<file path="src/rtl/zest_amc7823_pkg.sv">
// Shared constants for the AMC7823 poller: FSM encoding and command-word helpers.
package zest_amc7823_pkg;

  localparam logic [2:0] ST_IDLE        = 3'd0;
  localparam logic [2:0] ST_WAIT_PERIOD = 3'd1;
  localparam logic [2:0] ST_START       = 3'd2;
  localparam logic [2:0] ST_WAIT_LOW    = 3'd3;
  localparam logic [2:0] ST_WAIT_HIGH   = 3'd4;

  // Command word: bit 15 selects read, page sits at bits 13:12, register address below.
  localparam logic [15:0] AMC_RW_READ  = 16'h8000;
  localparam logic [15:0] AMC_RW_WRITE = 16'h0000;
  localparam int          AMC_PAGE_LSB = 12;
  localparam logic [1:0]  AMC_PAGE_ADC = 2'd0;

  function automatic logic [15:0] amc_cmd(input logic rd, input logic [1:0] page,
                                          input logic [11:0] addr);
    amc_cmd = (rd ? AMC_RW_READ : AMC_RW_WRITE) | ({14'd0, page} << AMC_PAGE_LSB) | {4'd0, addr};
  endfunction

  localparam logic [15:0] READ_CMD_BASE_DEFAULT = amc_cmd(1'b1, AMC_PAGE_ADC, 12'h000);

endpackage

</file>
<file path="src/rtl/zest_amc7823_shadow.sv">
// Channel shadow register file: one write port, registered read port, cleared by reset.
module zest_amc7823_shadow #(
  parameter int N_CH  = 8,
  parameter int CH_AW = 3
) (
  input  logic             clk,
  input  logic             rst,
  input  logic             wr_en_i,
  input  logic [CH_AW-1:0] wr_addr_i,
  input  logic [15:0]      wr_data_i,
  input  logic [CH_AW-1:0] rd_addr_i,
  output logic [15:0]      rd_data_o
);

  logic [15:0] mem_q [N_CH];
  logic [15:0] rd_data_q;

  always_ff @(posedge clk) begin
    if (rst) begin
      for (int i = 0; i < N_CH; i++) mem_q[i] <= '0;
    end else if (wr_en_i && (32'(wr_addr_i) < N_CH)) begin
      mem_q[wr_addr_i] <= wr_data_i;
    end
  end

  // Addresses beyond N_CH read as zero when N_CH is not a power of two.
  always_ff @(posedge clk) begin
    if (rst) begin
      rd_data_q <= '0;
    end else if (32'(rd_addr_i) < N_CH) begin
      rd_data_q <= mem_q[rd_addr_i];
    end else begin
      rd_data_q <= '0;
    end
  end

  assign rd_data_o = rd_data_q;

endmodule

</file>
<file path="src/rtl/zest_amc7823_poller.sv">
// Sequencer in front of the AMC7823 SPI engine: periodic channel sweeps into a shadow
// register file, with single host register writes interleaved at transaction boundaries.
module zest_amc7823_poller
  import zest_amc7823_pkg::*;
#(
  parameter int          N_CH          = 8,
  parameter int          CH_AW         = 3,
  parameter logic [15:0] READ_CMD_BASE = READ_CMD_BASE_DEFAULT,
  parameter int          TIMEOUT       = 4095,
  parameter int          PERIOD_W      = 24
) (
  input  logic                clk,
  input  logic                rst,
  input  logic                enable,
  input  logic [PERIOD_W-1:0] period,
  input  logic                host_wr_stb,
  input  logic [15:0]         host_wr_addr,
  input  logic [15:0]         host_wr_data,
  output logic                host_wr_busy,
  input  logic [CH_AW-1:0]    rd_addr,
  output logic [15:0]         rd_data,
  output logic [15:0]         sweep_count,
  output logic                timeout_err,
  output logic                spi_clk,
  output logic                spi_start,
  output logic [15:0]         spi_addr,
  output logic                spi_read,
  output logic [15:0]         spi_data,
  input  logic                spi_ready,
  input  logic [15:0]         spi_rdbk
);

  localparam int TO_W = $clog2(TIMEOUT + 1);

  logic [2:0]          state_q, state_d;
  logic [CH_AW-1:0]    ch_q, ch_d;
  logic [PERIOD_W-1:0] per_cnt_q, per_cnt_d;
  logic [TO_W-1:0]     to_cnt_q, to_cnt_d;
  logic                pend_q, pend_d;
  logic [15:0]         hw_addr_q, hw_addr_d;
  logic [15:0]         hw_data_q, hw_data_d;
  logic                is_wr_q, is_wr_d;
  logic                spi_start_q, spi_start_d;
  logic [15:0]         spi_addr_q, spi_addr_d;
  logic                spi_read_q, spi_read_d;
  logic [15:0]         spi_data_q, spi_data_d;
  logic [15:0]         sweep_q, sweep_d;
  logic                terr_q, terr_d;
  logic                sh_we;
  logic                to_expired;

  assign to_expired = (32'(to_cnt_q) >= TIMEOUT - 1);

  always_comb begin
    state_d     = state_q;
    ch_d        = ch_q;
    per_cnt_d   = per_cnt_q;
    to_cnt_d    = to_cnt_q;
    pend_d      = pend_q;
    hw_addr_d   = hw_addr_q;
    hw_data_d   = hw_data_q;
    is_wr_d     = is_wr_q;
    spi_start_d = 1'b0;
    spi_addr_d  = spi_addr_q;
    spi_read_d  = spi_read_q;
    spi_data_d  = spi_data_q;
    sweep_d     = sweep_q;
    terr_d      = terr_q;
    sh_we       = 1'b0;

    if (host_wr_stb && !pend_q) begin
      pend_d    = 1'b1;
      hw_addr_d = host_wr_addr;
      hw_data_d = host_wr_data;
    end

    case (state_q)
      ST_IDLE: begin
        if (spi_ready && pend_q) begin
          spi_addr_d  = hw_addr_q;
          spi_data_d  = hw_data_q;
          spi_read_d  = 1'b0;
          is_wr_d     = 1'b1;
          spi_start_d = 1'b1;
          state_d     = ST_START;
        end else if (spi_ready && enable) begin
          spi_addr_d  = READ_CMD_BASE + 16'(ch_q);
          spi_read_d  = 1'b1;
          is_wr_d     = 1'b0;
          spi_start_d = 1'b1;
          state_d     = ST_START;
        end
      end
      ST_START: begin
        to_cnt_d = '0;
        state_d  = ST_WAIT_LOW;
      end
      ST_WAIT_LOW, ST_WAIT_HIGH: begin
        to_cnt_d = to_cnt_q + 1'b1;
        if (state_q == ST_WAIT_LOW && !spi_ready) begin
          state_d = ST_WAIT_HIGH;
        end else if (state_q == ST_WAIT_HIGH && spi_ready) begin
          if (is_wr_q) begin
            pend_d  = 1'b0;
            state_d = ST_IDLE;
          end else begin
            sh_we = 1'b1;
            if (ch_q == CH_AW'(N_CH - 1)) begin
              ch_d      = '0;
              sweep_d   = sweep_q + 16'd1;
              per_cnt_d = '0;
              state_d   = ST_WAIT_PERIOD;
            end else begin
              ch_d    = ch_q + 1'b1;
              state_d = ST_IDLE;
            end
          end
        end else if (to_expired) begin
          // Abort: a read keeps ch so it is retried, a write is dropped.
          terr_d  = 1'b1;
          state_d = ST_IDLE;
          if (is_wr_q) pend_d = 1'b0;
        end
      end
      ST_WAIT_PERIOD: begin
        if (pend_q || !enable || (per_cnt_q >= period)) begin
          state_d = ST_IDLE;
        end else begin
          per_cnt_d = per_cnt_q + 1'b1;
        end
      end
      default: state_d = ST_IDLE;
    endcase
  end

  always_ff @(posedge clk) begin
    if (rst) begin
      state_q     <= ST_IDLE;
      ch_q        <= '0;
      per_cnt_q   <= '0;
      to_cnt_q    <= '0;
      pend_q      <= 1'b0;
      hw_addr_q   <= '0;
      hw_data_q   <= '0;
      is_wr_q     <= 1'b0;
      spi_start_q <= 1'b0;
      spi_addr_q  <= '0;
      spi_read_q  <= 1'b1;
      spi_data_q  <= '0;
      sweep_q     <= '0;
      terr_q      <= 1'b0;
    end else begin
      state_q     <= state_d;
      ch_q        <= ch_d;
      per_cnt_q   <= per_cnt_d;
      to_cnt_q    <= to_cnt_d;
      pend_q      <= pend_d;
      hw_addr_q   <= hw_addr_d;
      hw_data_q   <= hw_data_d;
      is_wr_q     <= is_wr_d;
      spi_start_q <= spi_start_d;
      spi_addr_q  <= spi_addr_d;
      spi_read_q  <= spi_read_d;
      spi_data_q  <= spi_data_d;
      sweep_q     <= sweep_d;
      terr_q      <= terr_d;
    end
  end

  zest_amc7823_shadow #(
    .N_CH  (N_CH),
    .CH_AW (CH_AW)
  ) u_shadow (
    .clk       (clk),
    .rst       (rst),
    .wr_en_i   (sh_we),
    .wr_addr_i (ch_q),
    .wr_data_i (spi_rdbk),
    .rd_addr_i (rd_addr),
    .rd_data_o (rd_data)
  );

  // Gate the strobe so the engine never sees a start while reset is held.
  assign spi_start    = spi_start_q & ~rst;
  assign spi_clk      = clk;
  assign spi_addr     = spi_addr_q;
  assign spi_read     = spi_read_q;
  assign spi_data     = spi_data_q;
  assign host_wr_busy = pend_q;
  assign sweep_count  = sweep_q;
  assign timeout_err  = terr_q;

endmodule
</file>
<file path="config.mk">
export PLATFORM = sky130hd
export DESIGN_NAME = zest_amc7823_poller
export DESIGN_NICKNAME = d
export VERILOG_FILES = /design/src/rtl/zest_amc7823_pkg.sv /design/src/rtl/zest_amc7823_shadow.sv /design/src/rtl/zest_amc7823_poller.sv
export SDC_FILE = /design/constraint.sdc
export NUM_CORES = 1
export LEC_CHECK = 0
export CORE_MARGIN = 2
export CORE_UTILIZATION = 57
export CTS_CLUSTER_SIZE = 25
export DETAILED_ROUTE_END_ITERATION = 7
export DONT_BUFFER_PORTS = 1
export PLACE_DENSITY = 0.75
export SETUP_SLACK_MARGIN = 0.5
export SLEW_MARGIN = 20
export SYNTH_ARGS = -nofsm -noshare
export SYNTH_HDL_FRONTEND = slang
export SYNTH_SLANG_ARGS = --single-unit
export TNS_END_PERCENT = 10
</file>
<file path="constraint.sdc">
create_clock -name clk -period 2.5 [get_ports clk]
set_input_delay 0.25 -clock clk [delete_from_list [all_inputs] [get_ports clk]]
set_output_delay 0.25 -clock clk [all_outputs]
set_load 0.02 [all_outputs]
</file>
==> results.md <==
- Clock Skew: 0.04139 ns
- Post-Syn Nets: 1,230
- EDFF count, synth: 128
- PD cells: 654.4 nW/µm²
- Avg WL per Cell: 19.25 µm
- Layout overhead on the synthesized area: 19.97%
- RSZ-0062 raised after global routing: true
- DIE AREA: 22,250 µm²
- Psw: 2.093 mW
- Clock tree buffer depth: 3
- Post-synthesis register bit count: 271
- P_int: 7.338 mW
- WP data arrival: 2.83 ns
- Final TNS setup: 0 ns
- Pins over their slew limit: 0
- Highest clock rate: 0.4212 GHz
- Synth async-reset ratio: 0%
- Max-cap violations: 0
- Fin util: 69.21%
- Cell Area, Synth: 12,010 µm²
- Clk slew on worst S/H paths: 0.07 ns
- Critical path peak fanout: 5
- Layout filler cell count: 1,475
- Hold slack final: -0.1809 ns
- Port bufs: 0
- Avg Cell Area, Syn: 10.73 µm²
- DR DRC count: 0
- Largest net degree at the start of global routing: 139
- Commonest non-fill, non-tap cell in the layout: nand2_1
- Sequential cell area: 6736 µm²
- Relative slew slack: 49.74%
- Post-Synthesis Cells: 1,120
- First-pass GRT wire length: 44,390 µm
- Seq pwr share: 51.5%
- Core footprint: 20,820 µm²
- Final WL: 28,830 µm
- Die width: 149.2 µm
- Failing checks: negative hold slack
- P_leak: 5.422 nW
- Proportion of layout cells with a drive suffix above 1: 16.61%
- I/O pin count: 149
- Main flop type after synthesis: dfxtp_1
- Ys Warns: 0
- Clk_lat worst skew: 0.57 ns
- Detailed Routing Iterations Pass 1: 5
- Area of the multi-input gates: 5151 µm²
- Initial antenna violation count: 2
- CTS tree: built
- Final Wtd Congestion: 0.8147
- Fin nets: 1,310
- Yosys cell types: 54
- Total number of vias: 8,670
- Endpoints failing setup: 0
- Total GRT Usage: 25.24%
- Clock power share: 42.9%
- Cts bufs inserted: 28
- Post-synthesis sequential area ratio: 55.83%
- Root Buffer: clkbuf_16
- Die Ht: 149.2 µm
- Vias per std cell: 5.788
- Most frequent cells in the layout: nand2_1, and2_1, edfxtp_1, dfxtp_1, a21oi_1
- Total grt overflow: 0
- Effective utilization at floorplan: 57.69%
- Worst vdd ir: 0.6074 mV
- Fin crit period: 2.374 ns
- Vias in the first global route: 8,382
- Period utilization: 94.96%
- # clock sinks: 271
- H-tree Lvls: 1
- Initial detailed-routing violation count: 582
- Switching Share: 22.19%
- DP Wirelength: 17,080 µm
- Status: complete, but fails checks
- Row cnt: 53
- Worst Setup Start Kind: flip-flop
- CP Class: flip-flop to flip-flop
- CP Data Required Time: 2.95 ns
- Hold Crit Class: input pin to flip-flop
- Crit end category: flip-flop
- Hold Vio Cnt, Final: 101
- Combinational power share: 5.6%
- Antenna-violating nets left: 0
- Actual slew at the worst max-slew pin: 0.7518 ns
## power by group through the flow
stage	clock network [mW]	registers, mW	logic [mW]
global placement	0	4.95	0.384
global route	4.30	4.86	0.577
floorplan	0.0467	4.93	0.342
detailed placement	0	4.95	0.393
CTS	4.11	4.85	0.505
finish	4.05	4.85	0.530
## Yosys cell counts, drive strengths merged (4+ instances only)
library cell  instances  area share, %
nand2               139            4.3
mux4                 32            6.0
o211ai                8           0.50
and2                133            6.9
and3                  8           0.42
nand4                16           0.83
o21ai                29            1.2
dfxtp               143             24
a211oi                4           0.25
nand2b               12           0.62
xor2                  6           0.44
ha                   30            3.1
a221oi                5           0.36
or3                  18           0.98
nor2                 81            2.8
inv                  40            1.2
edfxtp              128             32
mux2i                19            1.6
clkbuf               49            1.6
buf                  14           0.61
a31oi                39            2.0
nor3                 11           0.59
nand3                17           0.71
nor3b                 5           0.31
a21oi                83            3.5
or2                   9           0.47
a22oi                12           0.75
## state kept, by name (all words and copies together), names as in the netlist, 3 cells and up
name and count:
sweep_count 16, u_shadow.rd_data_o 16, to_cnt_q 12, u_shadow.mem_q 128
spi_addr 16, ch_q 3, hw_data_q 16, spi_data 16
state_q 3, hw_addr_q 16, per_cnt_q 24
## cell families after synthesis
kind of cell / after synthesis / share of synthesized area [%]
DFF: 271 / 55.83
xor gates and xnor gates: 8 / 0.5833
AOI/OAI and AO/OA: 191 / 9.312
muxes: 54 / 7.864
and+or+nand+nor: 463 / 19.86
adders and majority gates: 30 / 3.125
buffers and inverters: 103 / 3.427
## worst paths after layout
path	startpoint	to	slack, ns	cells after the start
setup / recovery	per_cnt_q[17]$_SDFFE_PP0P_	per_cnt_q[2]$_SDFFE_PP0P_	0.13	8
hold / removal	host_wr_data[12]	hw_data_q[12]$_SDFFE_PP0P_	-0.18	2
setup reg to reg	per_cnt_q[17]$_SDFFE_PP0P_	per_cnt_q[2]$_SDFFE_PP0P_	0.13	8
hold reg to reg	hw_data_q[4]$_SDFFE_PP0P_	spi_data[4]$_SDFFE_PP0P_	0.45	2
## layout make-up
cell class,count,area share [%]
clock inverter,7,0.4428
timing repair buffer,111,7.779
inverter,40,1.042
tap,275,2.388
multi-input combinational,748,35.74
clock buffer,45,5.843
antenna,1,0.01736
sequential,271,46.74
## per-layer routing
layer	wire length [µm]	share of wire (%)	global-route usage, %
met5	12	0.042	0
met4	562	1.9	7.619
met1	11690	41	32.80
met3	2431	8.4	5.688
met2	14130	49	42.53
## what timing repair did
item                       CTS  global route
hold buffers                36            15
setup endpoints to repair  296           305
buffers inserted            11             8
resized for setup           47            28
hold endpoints to repair   253           102
gates cloned                 6             1
pin swaps                   12            20
## stage by stage
stage | cell area, µm² | std cells | setup WS [ns] | power [mW] | hold WS, ns
after floorplan | 12030 | 1120 | 0.06497 | 5.321 | 0.3626
after global placement | 12400 | 1368 | 0.1066 | 5.331 | 0.2500
after detailed placement | 12400 | 1368 | 0.07649 | 5.345 | 0.2500
after CTS | 14070 | 1473 | 0.2091 | 9.468 | -0.2330
after global routing | 14410 | 1498 | 0.08254 | 9.743 | -0.1964
final | 14410 | 1498 | 0.1259 | 9.431 | -0.1809
## worst max-delay path, stage by stage, from the launching register on
cell and delay (ns):
dfxtp_4 0.35, ha_4 0.26, nand4_1 0.15, nor4_2 0.35, o211ai_1 0.15, buf_4 0.17, a211o_4 0.40, bufbuf_16 0.30
a31oi_4 0.16
Power figures use the tool's default switching activity.
